$ cat src/rtl/mem_req_queue.sv
// In-order load/store request queue feeding the memory controller port.
// Stores wait for ROB commit; IO loads wait until they reach the ROB head.
module mem_req_queue #(
    parameter int DEPTH = 8,
    parameter int TAG_W = 4
) (
    input  logic             clk,
    input  logic             rst_in,
    input  logic             rdy_in,
    input  logic             roll_back,
    input  logic             push_en,
    input  logic             push_is_store,
    input  logic [1:0]       push_width,
    input  logic             push_signed,
    input  logic [31:0]      push_addr,
    input  logic [31:0]      push_data,
    input  logic [TAG_W-1:0] push_tag,
    output logic             full,
    input  logic             commit_en,
    input  logic [TAG_W-1:0] commit_tag,
    input  logic [TAG_W-1:0] rob_head_tag,
    output logic             lsb_rw,
    output logic [1:0]       lsb_d_type,
    output logic [31:0]      lsb_ain,
    output logic [31:0]      lsb_din,
    input  logic             lsb_dout_en,
    input  logic [31:0]      lsb_dout,
    input  logic             lsb_w_done,
    output logic             res_en,
    output logic [TAG_W-1:0] res_tag,
    output logic [31:0]      res_data
);
    localparam int PW = $clog2(DEPTH);
    localparam logic [PW:0]   DEPTH_V = DEPTH[PW:0];
    localparam logic [PW-1:0] P1 = 1;
    localparam logic [PW:0]   C1 = 1;

    typedef enum logic [1:0] {IDLE, WAIT, DRAIN, GAP} state_t;
    state_t state_q;

    logic [DEPTH-1:0] st_q, sgn_q, cmt_q;
    logic [1:0]       wid_q  [DEPTH];
    logic [31:0]      addr_q [DEPTH];
    logic [31:0]      data_q [DEPTH];
    logic [TAG_W-1:0] tag_q  [DEPTH];

    logic [PW-1:0] head_q, head_d, tail_q, tail_d, cidx;
    logic [PW:0]   count_q, count_d, ccnt_q, ccnt_d;

    logic push_ok, commit_ok, pop, issue, head_io, head_ok;
    logic [31:0] ext;

    assign full      = (count_q == DEPTH_V);
    assign push_ok   = push_en && !full && !roll_back;
    assign cidx      = head_q + ccnt_q[PW-1:0];
    assign commit_ok = commit_en && (ccnt_q < count_q) && st_q[cidx]
                       && (tag_q[cidx] == commit_tag);
    assign head_io   = (addr_q[head_q][17:16] == 2'b11);
    assign head_ok   = st_q[head_q] ? cmt_q[head_q]
                       : (!head_io || tag_q[head_q] == rob_head_tag);
    assign issue     = (state_q == IDLE) && (count_q != '0)
                       && !roll_back && head_ok;
    assign pop       = (state_q == WAIT) && (st_q[head_q] ? lsb_w_done
                       : (lsb_dout_en && !roll_back));

    always_comb begin
        ext = lsb_dout;
        unique case (wid_q[head_q])
            2'b01: ext = sgn_q[head_q] ? {{24{lsb_dout[7]}}, lsb_dout[7:0]}
                                       : {24'b0, lsb_dout[7:0]};
            2'b10: ext = sgn_q[head_q] ? {{16{lsb_dout[15]}}, lsb_dout[15:0]}
                                       : {16'b0, lsb_dout[15:0]};
            default: ext = lsb_dout;
        endcase
    end

    // Commit lands before the flush so a same-cycle commit survives it.
    always_comb begin
        ccnt_d = ccnt_q;
        if (commit_ok) ccnt_d = ccnt_d + C1;
        if (pop && st_q[head_q]) ccnt_d = ccnt_d - C1;
        head_d = pop ? head_q + P1 : head_q;
        tail_d = push_ok ? tail_q + P1 : tail_q;
        count_d = count_q;
        if (push_ok) count_d = count_d + C1;
        if (pop) count_d = count_d - C1;
        if (roll_back) begin
            tail_d  = head_d + ccnt_d[PW-1:0];
            count_d = ccnt_d;
        end
    end

    always_ff @(posedge clk) begin
        if (rst_in) begin
            state_q    <= IDLE;
            head_q     <= '0;
            tail_q     <= '0;
            count_q    <= '0;
            ccnt_q     <= '0;
            st_q       <= '0;
            sgn_q      <= '0;
            cmt_q      <= '0;
            lsb_rw     <= 1'b0;
            lsb_d_type <= 2'b00;
            lsb_ain    <= '0;
            lsb_din    <= '0;
            res_en     <= 1'b0;
            res_tag    <= '0;
            res_data   <= '0;
        end else if (rdy_in) begin
            head_q  <= head_d;
            tail_q  <= tail_d;
            count_q <= count_d;
            ccnt_q  <= ccnt_d;
            res_en  <= 1'b0;
            if (push_ok) begin
                st_q[tail_q]   <= push_is_store;
                sgn_q[tail_q]  <= push_signed;
                cmt_q[tail_q]  <= 1'b0;
                wid_q[tail_q]  <= push_width;
                addr_q[tail_q] <= push_addr;
                data_q[tail_q] <= push_data;
                tag_q[tail_q]  <= push_tag;
            end
            if (commit_ok) cmt_q[cidx] <= 1'b1;
            unique case (state_q)
                IDLE: begin
                    if (issue) begin
                        lsb_d_type <= wid_q[head_q];
                        lsb_rw     <= st_q[head_q];
                        lsb_ain    <= addr_q[head_q];
                        lsb_din    <= data_q[head_q];
                        state_q    <= WAIT;
                    end
                end
                WAIT: begin
                    lsb_d_type <= 2'b00;
                    if (st_q[head_q]) begin
                        if (lsb_w_done) begin
                            lsb_rw  <= 1'b0;
                            state_q <= GAP;
                        end
                    end else if (lsb_dout_en) begin
                        if (!roll_back) begin
                            res_en   <= 1'b1;
                            res_tag  <= tag_q[head_q];
                            res_data <= ext;
                        end
                        state_q <= GAP;
                    end else if (roll_back) begin
                        state_q <= DRAIN;
                    end
                end
                DRAIN: begin
                    if (lsb_dout_en) state_q <= IDLE;
                end
                GAP: state_q <= IDLE;
            endcase
        end
    end
endmodule

$ cat config.mk
export PLATFORM = sky130hd
export DESIGN_NAME = mem_req_queue
export DESIGN_NICKNAME = d
export VERILOG_FILES = /design/src/rtl/mem_req_queue.sv
export SDC_FILE = /design/constraint.sdc
export NUM_CORES = 1
export LEC_CHECK = 0
export BUFFER_PORTS_ARGS = -buffer_cell sky130_fd_sc_hd__buf_4
export CORE_MARGIN = 2
export CORE_UTILIZATION = 55
export DETAILED_ROUTE_END_ITERATION = 6
export GPL_ROUTABILITY_DRIVEN = 0
export PLACE_DENSITY = 0.74
export SLEW_MARGIN = 20
export SYNTH_ARGS = -nofsm -noshare
export SYNTH_HDL_FRONTEND = slang
export SYNTH_SLANG_ARGS = --single-unit
$ cat constraint.sdc
create_clock -name clk -period 11.6 [get_ports clk]
set_input_delay 0.58 -clock clk [delete_from_list [all_inputs] [get_ports clk]]
set_output_delay 0.58 -clock clk [all_outputs]
set_load 0.03 [all_outputs]
==> Yosys cells after proc, flatten, opt, wreduce, memory -nomap -nowiden <==
Memories as Yosys holds them, arrays and structs flattened. A register that Yosys moved wholly into a read port is not among the register bits.
Cells that the tools add are included.
{ "totals": {"in_bits": 120, "latchBits": 0, "out_inout_bits": 105, "romBits": 0, "mem_count": 4, "register_bits": 112, "mem_bits_rw": 560, "word_cells": 138} }
{ "memory_table": {"columns": ["name", "words", "width", "read_ports", "rd_ports_with_merged_regs", "write_ports", "line", "rtl"], "rows": [
  ["addr_q", 8, 32, 1, 1, 1, "43", "logic [31:0] addr_q [DEPTH];"],
  ["data_q", 8, 32, 1, 1, 1, "44", "logic [31:0] data_q [DEPTH];"],
  ["tag_q", 8, 4, 2, 1, 1, "45", "logic [TAG_W-1:0] tag_q [DEPTH];"],
  ["wid_q", 8, 2, 1, 1, 1, "42", "logic [1:0] wid_q [DEPTH];"]
]} }
{ "classes": {"magnitude_cmp": 6, "n_div": 0, "bitwise": 5, "n_shift": 0, "n_addsub": 8, "eq_ne": 15, "n_reduce_logical": 28, "muxes": 58, "n_mul": 0} }
{ "op_table": {"columns": ["cell", "count"], "rows": [
  ["32-bit two-way mux", 2],
  ["32-bit case mux with 2 select lines", 1],
  ["8-bit two-way mux", 4],
  ["3-bit two-way mux", 9],
  ["4-bit two-way mux", 5],
  ["1-bit two-way mux", 19],
  ["8-bit bitwise mux", 2],
  ["5-bit AND reduction", 3],
  ["2-bit two-way mux", 7],
  ["1-bit logical AND", 13],
  ["1-bit binary-select mux with 3-bit select", 4],
  ["3-bit by 4-bit less-than comparator with 1-bit output, second input constant", 3],
  ["4-bit by 1-bit adder with 4-bit output, second input constant", 2],
  ["8-bit AND", 1],
  ["2-bit equality test, second input constant", 4],
  ["4-bit equality test", 2],
  ["8-bit NOT", 1],
  ["8-bit bitwise OR", 1],
  ["2-bit case mux with 4 select lines", 1],
  ["4-bit by 1-bit subtractor with 4-bit output, second input constant", 2],
  ["3-bit by 1-bit adder with 3-bit output, second input constant", 2],
  ["3-bit adder", 2],
  ["1-bit demux with 3-bit select", 2],
  ["3-bit by 1-bit >= comparator with 1-bit output, second input constant", 2],
  ["other kinds (17)", 26]
]} }

==> Logic depth before layout (Yosys ltp) <==
{ "depth": {"ltp_word": 11, "depth_mapped": 17, "ltp_nobuf": 15} }

==> Worst setup path before layout <==
OpenSTA, ideal clock, no wires.
{ "synth_timing": {"kind": "reg-to-reg", "startpoint": "reg count_q[0]", "endpoint": "mem addr_q[6][0] (enable)", "slack_ns": 6.088, "n_path_buf": 0, "stages_incl_launch_ff": 9, "setup_time_ns": 0.499, "required_ns": 11.101, "period_less_slack_ns": 5.512, "t_arrival_ns": 5.013, "cell_sequence": "dfxtp_1 inv_1 ha_1 nand3b_1 nand2_1 or2_2 nor3_1 nand3_1 nor2_1"} }
{ "synth_via": {"elab_chain_len": 8} }
{ "synth_rtl": {"columns": ["element", "line", "rtl"], "rows": [
  ["start, declared", "48", "logic [PW:0] count_q, count_d, ccnt_q, ccnt_d;"],
  ["start signal, assigned", "113", "count_q <= count_d;"],
  ["4-bit equality test", "53", "assign full = (count_q == DEPTH_V);"],
  ["1-bit zero test", "54", "assign push_ok = push_en && !full && !roll_back;"],
  ["1-bit logical AND (2 in a row)", "54", null],
  ["1-bit two-way mux", "116", "if (push_ok) begin"],
  ["1-bit two-way mux", "110", "end else if (rdy_in) begin"],
  ["1-bit two-way mux", "94", "if (rst_in) begin"],
  ["1-bit two-way mux (implied by the code)", "121", "addr_q[tail_q] <= push_addr;"],
  ["end, declared", "43", null]
]} }
Every way passes these cells.

==> results by group <==
Floorplanning
  • Number of core rows: 82
  • Die extent in y: 229 microns
  • Starting utilization of the core area: 55.5%
  • Chip Width: between 200 and 250 microns
  • Core area: around 0.05 sq mm
  • Die ar.: between 0.05 and 0.06 sq mm
  • Number of primary I/O pins: around 230

Run status
  • Outcome: finished, final reports clean

Placement
  • Detailed placer's ending HPWL: between 30 and 40 mm
  • Buffers on Ports: 224
  • Worst slack, placed: 6550 ps

GRT
  • Largest net degree at the start of global routing: 91
  • Gr ovfl total: 0
  • Total track usage: roughly 23%
  • Via count of the first global-routing pass: 15209
  • Initial antenna violation count: 5
  • Global-route wire length before repair: approximately 91 mm

Yosys
  • Post-synth EDFFs: 560
  • Post-synthesis sequential element count: 707
  • Area contributors post-synth: sky130_fd_sc_hd__edfxtp_1 (60%), sky130_fd_sc_hd__mux4_2 (12%), sky130_fd_sc_hd__dfxtp_1 (11%), sky130_fd_sc_hd__mux2i_1 (3.2%), sky130_fd_sc_hd__nor2_1 (1.9%)
  • Most used flip-flop cell after synthesis: sky130_fd_sc_hd__edfxtp_1
  • Proportion of synthesized flip-flops having asynchronous set or reset: 0%
  • Per-instance average area after synthesis: 18.0 sq um
  • Post-synthesis cell type count: 68
  • Number of standard cells after synthesis: 1549
  • Total number of yosys warnings: 0
  • Proportion of netlist area held by the largest area contributor: 60.5%
  • Syn_nets: 1684
  • Total standard cell area after synthesis: 0.0278 sq mm
  • Post-synthesis cell type with the largest combined area: sky130_fd_sc_hd__edfxtp_1
  • Register area share after synthesis: 71.1%

Routing
  • DRC violation count after routing: 0
  • First-iteration detailed-routing DRC count: 1329
  • Post-route antenna net violation count: 0
  • Iteration count of the initial detailed-routing pass: 5
  • Final wirelength: 59.3 mm
  • Routed wire length per instance: 23.7 microns
  • Via-to-Cell Ratio: 5.95
  • Routed vias: ~15000

Cells and area
  • Share of layout cells above drive strength 1: 30.7%
  • Synth-to-layout area growth: 16.6%
  • End-of-flow core utilization: 64.7%
  • Net count, final: 1907

Clock network
  • TritonCTS sink count: 707
  • CTS buffer count: 71
  • Library cell used as clock root buffer: sky130_fd_sc_hd__clkbuf_16
  • Resize count post-CTS: 0
  • Worst-skew pair later-pin latency: approximately 600 ps
  • Clock transition at the register clock pins on the worst setup and hold paths after CTS: 60 ps
  • CTS tree: built
  • Max Root-Sink Buffers: 3
  • Number of hold buffers added after cts: 0
  • Post CTS Setup Buffer Count: 0
  • CTS HTree Levels: 3

STA
  • Worst slew margin relative to its limit: 28.1%
  • Setup Viol. Count Final: 0
  • Period minus WS final: 4940 ps
  • Period utilisation layout: 42.6%
  • Total negative slack: 0 ps
  • Setup repair after global routing missed its margin: no
  • Number of slew-limit violations in the final report: 0
  • Final Hold Viols: 0
  • Clock skew after layout: 18.9 ps
  • Worst Max-Slew Pin Slew: 1080 ps
  • Top achievable clock speed: 0.202 GHz
  • Final worst slack: 6660 ps

Job
  • Max capacitance violation total: 0

Worst setup path
  • Critical path arrival: ~5400 ps
  • Kind of start point of the critical path: register
  • Type of the worst setup path: reg -> reg
  • Critical path cell sequence: buf_4 -> mux4_2 -> mux2i_1 -> nor2_1 -> a31oi_1 -> and2_4 -> buf_4 -> nor2_1 -> a211oi_2
  • Nature of the critical path endpoint: register
  • Slowest CP cell: sky130_fd_sc_hd__buf_4
  • Flop2flop setup slack: about 6700 ps
  • Max Fanout on Critical Path: 82
  • CP required: 12100 ps
  • Stage delay of the slowest cell on the critical path: around 930 ps

Hold path
  • Path type of the worst min-delay path: in -> reg

Power and ir drop
  • Peak VDD IR: slightly above 0.0001 V
  • Power density cells: approximately 160 mW/mm^2
  • Leak: about 11 nW
cells in the mapped netlist, types with 10 or more instances:
cell                         n
sky130_fd_sc_hd__nand2_1    74
sky130_fd_sc_hd__xnor2_1    12
sky130_fd_sc_hd__inv_1      14
sky130_fd_sc_hd__buf_2      22
sky130_fd_sc_hd__mux4_1     10
sky130_fd_sc_hd__ha_1       13
sky130_fd_sc_hd__mux2i_1    90
sky130_fd_sc_hd__buf_1      12
sky130_fd_sc_hd__dfxtp_1   147
sky130_fd_sc_hd__edfxtp_1  560
sky130_fd_sc_hd__nor2_1    141
sky130_fd_sc_hd__clkbuf_1   53
sky130_fd_sc_hd__a211oi_2   40
sky130_fd_sc_hd__o21ai_0    13
sky130_fd_sc_hd__xor2_1     12
sky130_fd_sc_hd__a211oi_1   54
sky130_fd_sc_hd__nand3_1    14
sky130_fd_sc_hd__mux4_2    146
sky130_fd_sc_hd__a21oi_1    28
placed cells by master (no fill, tap or decap), types with 4 or more instances in the layout:
cell type / n
sky130_fd_sc_hd__a211oi_1: 54
sky130_fd_sc_hd__a211oi_2: 40
sky130_fd_sc_hd__a21oi_1: 28
sky130_fd_sc_hd__a22oi_1: 8
sky130_fd_sc_hd__a32oi_1: 4
sky130_fd_sc_hd__buf_4: 241
sky130_fd_sc_hd__bufinv_16: 4
sky130_fd_sc_hd__clkbuf_1: 25
sky130_fd_sc_hd__clkbuf_16: 73
sky130_fd_sc_hd__clkbuf_8: 5
sky130_fd_sc_hd__clkinv_1: 8
sky130_fd_sc_hd__clkinv_2: 7
sky130_fd_sc_hd__dfxtp_1: 141
sky130_fd_sc_hd__dfxtp_4: 4
sky130_fd_sc_hd__edfxtp_1: 560
sky130_fd_sc_hd__ha_1: 13
sky130_fd_sc_hd__inv_1: 14
sky130_fd_sc_hd__mux2i_1: 90
sky130_fd_sc_hd__mux4_1: 10
sky130_fd_sc_hd__mux4_2: 146
sky130_fd_sc_hd__nand2_1: 74
sky130_fd_sc_hd__nand2b_1: 6
sky130_fd_sc_hd__nand3_1: 14
sky130_fd_sc_hd__nor2_1: 133
sky130_fd_sc_hd__nor2_4: 9
sky130_fd_sc_hd__nor2b_1: 4
sky130_fd_sc_hd__nor3_1: 4
sky130_fd_sc_hd__o21ai_0: 13
sky130_fd_sc_hd__xnor2_1: 12
sky130_fd_sc_hd__xor2_1: 12
state kept, by name, indices dropped and copies added (netlist names), 16 cells and up, named ones only:
name,cells
addr_q,256
data_q,256
lsb_ain,32
lsb_din,32
res_data,32
tag_q,32
wid_q,16
cell type report:
cell class | count | area [sq um]
flip-flops and latches | 707 | 19800
fillers | 3426 | 17700
multi-input cells | 731 | 7610
clock buffers | 103 | 1990
repair buffers | 246 | 1910
well taps | 672 | 841
clock inverters | 23 | 219
inverters | 15 | 56.3
diodes | 2 | 5.00
worst paths after layout:
path / cells past startpoint / end / startpoint
max: 9 / lsb_din[12]$_SDFFE_PP0P_ / register
min: 1 / addr_q[1][5]$_DFFE_PP_ / push_addr[5]
max reg2reg: 9 / lsb_din[12]$_SDFFE_PP0P_ / register
min reg2reg: 2 / res_data[4]$_SDFFE_PP0P_ / res_data[4]$_SDFFE_PP0P_
report_power, final:
part / internal [mW] / leakage (nW) / switching (mW)
sequential: 2.76 / 6.23 / 0.0267
clock: 1.28 / 1.07 / 0.906
combinational: 0.117 / 3.28 / 0.167
total: 4.15 / 10.6 / 1.10
through the flow:
step           area, sq um  total power, mW  std cells  hold slack (ps)
6_report             32400             5.25       2499              215
4_1_cts              32400             5.30       2495              178
2_1_floorplan        27800             3.00       1549              433
3_5_place_dp         30200             3.12       2369              447
5_1_grt              32400             5.42       2498              199
3_3_place_gp         30100             3.11       2366              441
worst max-delay path, delay by kind of cell, from the launching register on:
kind                   cells  cell delay (ps)
AOI/OAI and AO/OA          2              510
buffers and inverters      2             1640
muxes                      2              780
and+or+nand+nor            3              950
DFF                        1              910
logic make-up after synthesis:
family / synth area share (%)
flip-flops: 71.1
AND/OR/NAND/NOR: 4.13
multiplexers: 16.3
AO/OA/AOI/OAI: 5.17
buffers and inverters: 1.79
XOR/XNOR: 0.850
adder cells (fa/ha/maj): 0.729
metal layers:
| layer | share of wire (%) | GRT usage [%] | vias to the layer above | wire length (microns) |
|---|---|---|---|---|
| met5 | 0.066 | 0 | - | 39 |
| met4 | 2.1 | 7.35 | 6 | 1250 |
| met3 | 6.8 | 4.68 | 84 | 4020 |
| met2 | 51 | 38.4 | 484 | 30100 |
| met1 | 40 | 30.3 | 7675 | 23900 |
| li1 | - | - | 6611 | - |
No activity file was read; power rests on OpenSTA's default activity.
